[src/rtl/rf_param.sv]
// ---------------------------------------------------------------------------
// rf_param - parametrised register file with busy scoreboard
//
// Purpose:
//   NREGS x WIDTH register file for the multicycle datapath.
//   It has two combinational read ports and one synchronous write port.
//   Options:
//     - ZERO_R0: R0 is hardwired to zero.
//     - BYPASS: a read of the register being written returns dataw in the
//       same cycle.
//   A per-register busy bit tells the control FSM when a register still has
//   a write outstanding.
//
// Ports:
//   clock      in   1            rising-edge clock
//   reset      in   1            asynchronous active-low reset; clears all
//                                registers and busy bits
//   reg1/reg2  in   AW           read port addresses
//   regw       in   AW           write address
//   dataw      in   WIDTH        write data
//   RFWrite    in   1            write enable
//   mark       in   1            set busy bit of mark_reg
//   mark_reg   in   AW           register to mark busy
//   data1/2    out  WIDTH        read data for reg1/reg2
//   busy1/2    out  1            busy bit for reg1/reg2
//   regs_flat  out  NREGS*WIDTH  stored contents; R(i) at [i*WIDTH +: WIDTH]
// ---------------------------------------------------------------------------
module rf_param #(
  parameter int WIDTH   = 8,
  parameter int NREGS   = 4,
  parameter int AW      = 2,
  parameter int ZERO_R0 = 0,
  parameter int BYPASS  = 0
) (
  input  logic                   clock,
  input  logic                   reset,
  input  logic [AW-1:0]          reg1,
  input  logic [AW-1:0]          reg2,
  input  logic [AW-1:0]          regw,
  input  logic [WIDTH-1:0]       dataw,
  input  logic                   RFWrite,
  input  logic                   mark,
  input  logic [AW-1:0]          mark_reg,
  output logic [WIDTH-1:0]       data1,
  output logic [WIDTH-1:0]       data2,
  output logic                   busy1,
  output logic                   busy2,
  output logic [NREGS*WIDTH-1:0] regs_flat
);

  logic [WIDTH-1:0] regs_q [NREGS];
  logic [WIDTH-1:0] regs_d [NREGS];
  logic [NREGS-1:0] busy_q;
  logic [NREGS-1:0] busy_d;

  logic wr_en;
  logic mk_en;

  // An address is usable when it names a real register.
  // Under ZERO_R0, R0 is not usable either; it behaves like an absent register.
  function automatic logic addr_ok(input logic [AW-1:0] a);
    return (int'(a) < NREGS) && !((ZERO_R0 != 0) && (a == '0));
  endfunction

  assign wr_en = RFWrite && addr_ok(regw);
  assign mk_en = mark && addr_ok(mark_reg);

  // Next-state: the write clears busy first; a mark applied after it wins,
  // because a new pending operation supersedes the one just completed.
  always_comb begin
    // NOTE: every output of a combinational block gets a default first, so
    // no path leaves it unassigned and no latch is inferred.
    busy_d = busy_q;
    for (int i = 0; i < NREGS; i++) begin
      regs_d[i] = regs_q[i];
      if (wr_en && (int'(regw) == i)) begin
        regs_d[i] = dataw;
        busy_d[i] = 1'b0;
      end
      if (mk_en && (int'(mark_reg) == i)) begin
        busy_d[i] = 1'b1;
      end
    end
  end

  always_ff @(posedge clock or negedge reset) begin
    if (!reset) begin
      // NOTE: this array is built from flops, not a RAM macro.
      // Clearing it on reset is part of its behaviour, so every entry is
      // reset explicitly here.
      for (int i = 0; i < NREGS; i++) begin
        regs_q[i] <= '0;
      end
      busy_q <= '0;
    end else begin
      // NOTE: state is updated with non-blocking assignments, so every flop
      // samples its pre-edge inputs.
      regs_q <= regs_d;
      busy_q <= busy_d;
    end
  end

  // Read port 1.
  // Absent registers (and R0 under ZERO_R0) read as 0 and not busy.
  always_comb begin
    data1 = '0;
    busy1 = 1'b0;
    if (addr_ok(reg1)) begin
      if ((BYPASS != 0) && wr_en && (regw == reg1)) begin
        data1 = dataw;
        busy1 = 1'b0;
      end else begin
        data1 = regs_q[reg1];
        busy1 = busy_q[reg1];
      end
    end
  end

  // Read port 2, identical rules to port 1.
  always_comb begin
    data2 = '0;
    busy2 = 1'b0;
    if (addr_ok(reg2)) begin
      if ((BYPASS != 0) && wr_en && (regw == reg2)) begin
        data2 = dataw;
        busy2 = 1'b0;
      end else begin
        data2 = regs_q[reg2];
        busy2 = busy_q[reg2];
      end
    end
  end

  // Debug view of stored state only; it is never bypassed.
  always_comb begin
    regs_flat = '0;
    for (int i = 0; i < NREGS; i++) begin
      if (!((ZERO_R0 != 0) && (i == 0))) begin
        regs_flat[i*WIDTH +: WIDTH] = regs_q[i];
      end
    end
  end

endmodule

[config.mk]
export PLATFORM = sky130hd
export DESIGN_NAME = rf_param
export DESIGN_NICKNAME = d
export VERILOG_FILES = /design/src/rtl/rf_param.sv
export SDC_FILE = /design/constraint.sdc
export NUM_CORES = 1
export LEC_CHECK = 0
export CAP_MARGIN = 20
export CORE_UTILIZATION = 45
export CTS_BUF_LIST = sky130_fd_sc_hd__clkbuf_8 sky130_fd_sc_hd__clkbuf_16
export CTS_CLUSTER_SIZE = 12
export DETAILED_ROUTE_END_ITERATION = 8
export GPL_TIMING_DRIVEN = 0
export PLACE_DENSITY = 0.93
export SLEW_MARGIN = 20
export SYNTH_ARGS = -nofsm -noshare
export SYNTH_HDL_FRONTEND = slang
export SYNTH_SLANG_ARGS = --single-unit
[constraint.sdc]
create_clock -name clock -period 2.7 [get_ports clock]
set_input_delay 0.27 -clock clock [delete_from_list [all_inputs] [get_ports clock]]
set_output_delay 0.27 -clock clock [all_outputs]
set_load 0.05 [all_outputs]
==> results of run 1 <==
## per-stage QoR
step | hold slack [ps] | instances | instance area (um^2) | power (uW) | worst slack (ps)
2_1_floorplan | -25.59 | 101 | 1784 | 1510 | 1182
3_5_place_dp | 84.13 | 215 | 2510 | 1918 | 488.8
4_1_cts | 308.1 | 223 | 2616 | 2336 | 494.1
6_report | 315.2 | 223 | 2616 | 2320 | 484.7
5_1_grt | 321.1 | 223 | 2616 | 2402 | 454.0
3_3_place_gp | 486.6 | 214 | 2495 | 1890 | 569.4
## Yosys cell counts
cell type | number | area share
o22ai_1 | 1 | 0.0035
nand2b_1 | 1 | 0.0035
nand3_2 | 1 | 0.0056
buf_1 | 2 | 0.0042
dfrtp_1 | 36 | 0.50
buf_2 | 2 | 0.0056
mux4_2 | 18 | 0.23
nand3b_2 | 2 | 0.013
nor3b_4 | 1 | 0.011
inv_1 | 2 | 0.0042
a32o_1 | 2 | 0.011
mux2_2 | 32 | 0.20
o2bb2ai_1 | 1 | 0.0049
## where the power goes
part           switching [uW]  leakage [uW]  internal (uW)
Combinational             720      0.000568            449
Clock                     183     0.0000503            227
Sequential               99.8      0.000425            641
Total                    1000       0.00104           1320
## cell type report
class / instances / share of cell area
buffer: 4 / 0.006695
clock buffer: 7 / 0.03682
inverter: 2 / 0.002869
multi-input combinational: 59 / 0.3281
sequential: 36 / 0.3443
tap: 48 / 0.02296
timing repair buffer: 67 / 0.2582
## path summary, 6_finish.rpt
kind | end | cells after the start
setup / recovery | data1[6] | 3
hold / removal | regs_flat[17]$_DFFE_PN0P_ | 2
max in group asynchronous | regs_flat[3]$_DFFE_PN0P_ | 3
setup reg to reg | regs_flat[30]$_DFFE_PN0P_ | 1
min in group clock | busy_q[2]$_DFFE_PN0P_ | 1
hold reg to reg | busy_q[2]$_DFFE_PN0P_ | 1
## cell families (layout without fill, tap and decap cells)
logic type             count (synthesis)  in the layout  synth area share
buffers and inverters                  6             80           0.01403
and+or+nand+nor                        5              5           0.03226
muxes                                 50             50            0.4292
AOI/OAI and AO/OA                      4              4           0.01964
DFF                                   36             36            0.5049
## registers in the layout, summed over array words and instances (netlist names)
| name | flops |
|---|---|
| busy_q | 4 |
| regs_flat | 32 |
## cell usage in the layout, fill, tap and decap left out, drive strengths merged
master	instances
clkdlybuf4s50	64
o2bb2ai	1
o22ai	1
dfrtp	36
nor3b	1
clkbuf	7
nand3	1
buf	6
dlygate4sd3	1
nand2b	1
inv	2
nand3b	2
mux2	32
mux4	18
a32o	2
## layer usage
metal  up-vias  track usage
li1        547            -
met1       674       0.3085
met2        70       0.3854
met3        14      0.08803
met4         0      0.08611
met5         -            0
## worst max-delay path: stages
cell and delay (ps):
buf_1 520, mux4_2 350, clkdlybuf4s50_1 810
==> run_results.csv, run 1 <==
group,metric,value,unit
timing,period_share,0.8205,
worst_setup_path,crit_type,"in2out",
worst_setup_path,setup.worst_path.start_class,"input port",
job,cap_violations,0,
timing,worst_slew_pin_slew,697.7,ps
global_route,grt_pass1_vias,1422,
worst_hold_path,hp-class,"in2async",
worst_setup_path,r2r-start,"regs_flat[30]$_DFFE_PN0P_",
power,vdd_drop_max,538.2,uV
power,power_density,886.9,nW/um^2
clock_tree,cts.htree.levels,2,
worst_setup_path,cp.required,2430,ps
placement,hpwl,3.228,mm
worst_setup_path,cp.arrival,1950,ps
clock_tree,root_buffer,"clkbuf_8",
final_layout,drive_above_1_share,0.3714,
global_route,grt_usage,0.2441,
final_layout,antenna_cells,0,
power,leakage,0.001043,uW
floorplanning,die_area,4220,um^2
global_route,grt_max_degree,35,
timing,hold_viol,0,
route,drc,0,
synthesis,synth_warnings,0,
worst_setup_path,ff2ff_setup_slack,1880,ps
floorplanning,die_h,64.97,um
floorplanning,num_rows,22,
synthesis,synth_nets,121,
final_layout,fillers,258,
floorplanning,core,3744,um^2
global_route,grt_pass1_wl,7.314,mm
route,wl_per_cell,20.22,um
final_layout,area_delta_synth_final,46.63,%
final_layout,post-route-util,0.6989,
route,wl,4.508,mm
route,postRouteAntennaNets,0,
global_route,grt-ovfl-total,0,
final_layout,multiInputGateArea,858.3,um^2
clock_tree,cts_sinks,36,
clock_tree,cts_resized,0,
timing,min_period,2215,ps
worst_setup_path,startpoint,"reg1[1]",
clock_tree,cts_buffers,5,
route,routed-wl-met2,2.284,mm
timing,tns,0,ps
synthesis,netlist_area,1784,um^2
clock_tree,clock_path_buffers,2,
synthesis,synth_cells,101,
clock_tree,cts_setup_buffers,0,
synthesis,synth_seq_cells,36,
route,met1_length,1.799,mm
global_route,antenna_found_initial,0,
floorplanning,start_util,0.4766,
timing,setup_violations,0,
final_layout,fin_nets,195,
synthesis,netlist-cell-type-count,13,
timing,max_clock_freq,451.4,MHz
timing,rsz0062_at_grt,"false",
worst_setup_path,crit_fanout,9,
synthesis,ys_seq_area_frac,0.5049,
clock_tree,clk_latency,290,ps
placement,place_congestion,0.7151,
placement,io_buffers,65,
worst_setup_path,cp-end-kind,"output port",
floorplanning,ios,70,
route,vias,1305,
clock_tree,clkSlewWorstSetupHoldPaths,70,ps
timing,relSlewSlack,0.5349,
clock_tree,cts-hold-fix-buffers,1,
route,highest_layer,"met4",
clock_tree,cts_tree,"built",
floorplanning,dieWidth,64.97,um
final_layout,seq_area,900.9,um^2
route,drt_iter0_markers,65,
timing,finalClockSkew,0,ps
status,status,"finished, final reports clean",
route,firstDrtPassIters,4,
route,met3WireLength,323,um
route,viasPerCell,5.852,
synthesis,avgSynthCellArea,17.67,um^2
timing,slew_violations,0,
Power figures use the tool's default switching activity.
==> run 2: changes to the inputs <==
Settings changed: CORE_UTILIZATION 45 to 43, PLACE_DENSITY 0.93 to 0.9.
Clock period 2.7 ns to 2.2 ns, I/O delays scaled along.
==> run 2 against run 1 <==
  * Register-to-register slack worse by 530 ps
  * Sequential cell count unchanged
  * Via count down 1.8%
  * Sequential share of layout area about the same
  * Die area up 4.5%
  * Critical path type is now reg2out
  * Critical endpoint is now data2[1]
==> run_results.csv, run 2 (synthesis results as in run 1) <==
group,metric,value,unit
global_route,grt-ovfl-total,0,
route,postRouteAntennaNets,0,
clock_tree,cts_setup_buffers,0,
route,viasPerCell,5.668,
timing,min_period,2135,ps
timing,finalClockSkew,0,ps
worst_setup_path,ff2ff_setup_slack,1350,ps
final_layout,final_cell_mix,"64 x clkdlybuf4s50_1, 36 x dfrtp_1, 32 x mux2_2",
final_layout,fillers,263,
route,vias,1281,
worst_hold_path,hp-class,"in2async",
floorplanning,dieWidth,66.42,um
route,drt_iter0_markers,37,
global_route,grt_pass1_vias,1407,
final_layout,final_common_cell,"clkdlybuf4s50_1",
route,wl,4.805,mm
clock_tree,clkSlewWorstSetupHoldPaths,70,ps
global_route,antenna_found_initial,0,
worst_setup_path,crit_family,"buffers and inverters",
clock_tree,cts_resized,0,
clock_tree,cts_sinks,36,
floorplanning,num_rows,23,
final_layout,drive_above_1_share,0.3750,
clock_tree,cts.htree.levels,2,
power,power_density,1084,nW/um^2
placement,place_congestion,0.6707,
final_layout,fin_nets,195,
clock_tree,clock_path_buffers,2,
final_layout,area_delta_synth_final,46.56,%
worst_setup_path,crit_type,"reg2out",
clock_tree,cts_tree,"built",
clock_tree,clk_latency,280,ps
worst_setup_path,slowest_delay,720,ps
timing,worst_slew_pin_slew,682.4,ps
worst_setup_path,path_cells,"mux4_2 -> clkdlybuf4s50_1",
worst_setup_path,crit_buf_inv,1,
placement,hpwl,3.217,mm
job,cap_violations,0,
timing,period_share,0.9704,
timing,max_clock_freq,468.4,MHz
final_layout,largest_reg_flops,32,
floorplanning,ios,70,
worst_setup_path,worstSetupEndpoint,"data2[1]",
worst_setup_path,crit_fanout,4,
worst_setup_path,r2r_cells,1,
global_route,grt_usage,0.2445,
floorplanning,die_area,4411,um^2
global_route,grt_max_degree,36,
timing,setup_violations,0,
worst_setup_path,cp.arrival,1910,ps
power,vdd_drop_max,701.6,uV
timing,rsz0062_at_grt,"false",
global_route,grt_pass1_wl,7.514,mm
clock_tree,cts-hold-fix-buffers,1,
route,wl_per_cell,21.26,um
worst_setup_path,rr_endpoint,"regs_flat[15]$_DFFE_PN0P_",
timing,slew_violations,0,
timing,hold_viol,0,
worst_setup_path,r2r-start,"regs_flat[15]$_DFFE_PN0P_",
route,firstDrtPassIters,4,
final_layout,antenna_cells,0,
worst_setup_path,cp.depth,2,
clock_tree,cts_buffers,5,
timing,holdWs,263.5,ps
worst_setup_path,cp.required,1980,ps
status,status,"finished, final reports clean",
power,leakage,0.001044,uW
worst_setup_path,cp-end-kind,"output port",
worst_setup_path,startpoint,"regs_flat[17]$_DFFE_PN0P_",
floorplanning,core,4000,um^2
timing,tns,0,ps
worst_setup_path,setup.worst_path.start_class,"flop",
placement,io_buffers,65,
route,drc,0,
floorplanning,start_util,0.4460,
timing,relSlewSlack,0.5451,
clock_tree,root_buffer,"clkbuf_8",
floorplanning,die_h,66.42,um
worst_setup_path,crit_slowest_cell,"clkdlybuf4s50_1",
-- run 2: changes by cell type in the layout (fill, tap and decap cells not counted) --
| cell | change |
|---|---|
| clkinv_2 | +2 |
| clkbuf_8 | -1 |
-- run 2: report_power, final --
group | switching, uW | internal (uW)
combinational | 893 | 551
clock | 231 | 250
sequential | 124 | 786
-- run 2: per-stage QoR --
step | utilization | power [uW] | area, um^2 | instances | setup slack (ps)
global route | 0.6537 | 2952 | 2615 | 226 | 14.53
detailed placement | 0.6281 | 2359 | 2512 | 217 | 98.35
floorplan | - | 1853 | 1784 | 101 | 732.3
finish | 0.6537 | 2835 | 2615 | 226 | 65.09
global placement | 0.6243 | 2319 | 2497 | 216 | 140.9
CTS | 0.6537 | 2841 | 2615 | 226 | 67.34
-- run 2: routing by layer --
metal | GRT usage | vias up | wire (um) | part of all wire
met5 | 0 | - | 0 | 0
met4 | 0.07447 | 0 | 44 | 0.0092
met3 | 0.07931 | 6 | 338 | 0.070
met2 | 0.4158 | 60 | 2506 | 0.52
met1 | 0.2939 | 661 | 1914 | 0.40
li1 | - | 554 | - | -
-- run 2: worst min path at each step --
| stage | endpoint | startpoint | cells after the start | slack [ps] |
|---|---|---|---|---|
| after floorplan | busy_q[0]$_DFFE_PN0P_ | reset | 0 | -80 |
| after global placement | busy_q[2]$_DFFE_PN0P_ | busy_q[2]$_DFFE_PN0P_ | 1 | 480 |
| after detailed placement | regs_flat[17]$_DFFE_PN0P_ | reset | 1 | 20 |
| after CTS | regs_flat[17]$_DFFE_PN0P_ | reset | 2 | 260 |
| after global routing | regs_flat[17]$_DFFE_PN0P_ | reset | 2 | 240 |
| final | regs_flat[17]$_DFFE_PN0P_ | reset | 2 | 260 |
-- run 2: cell type report --
type / count / area, um^2 / area share
timing repair buffer: 67 / 675.6 / 0.2584
tap: 50 / 62.56 / 0.02392
clock buffer: 6 / 82.58 / 0.03158
multi-input combinational: 59 / 858.3 / 0.3282
clock inverter: 2 / 10.01 / 0.003828
buffer: 4 / 17.52 / 0.006699
sequential: 36 / 900.9 / 0.3445
inverter: 2 / 7.507 / 0.002871
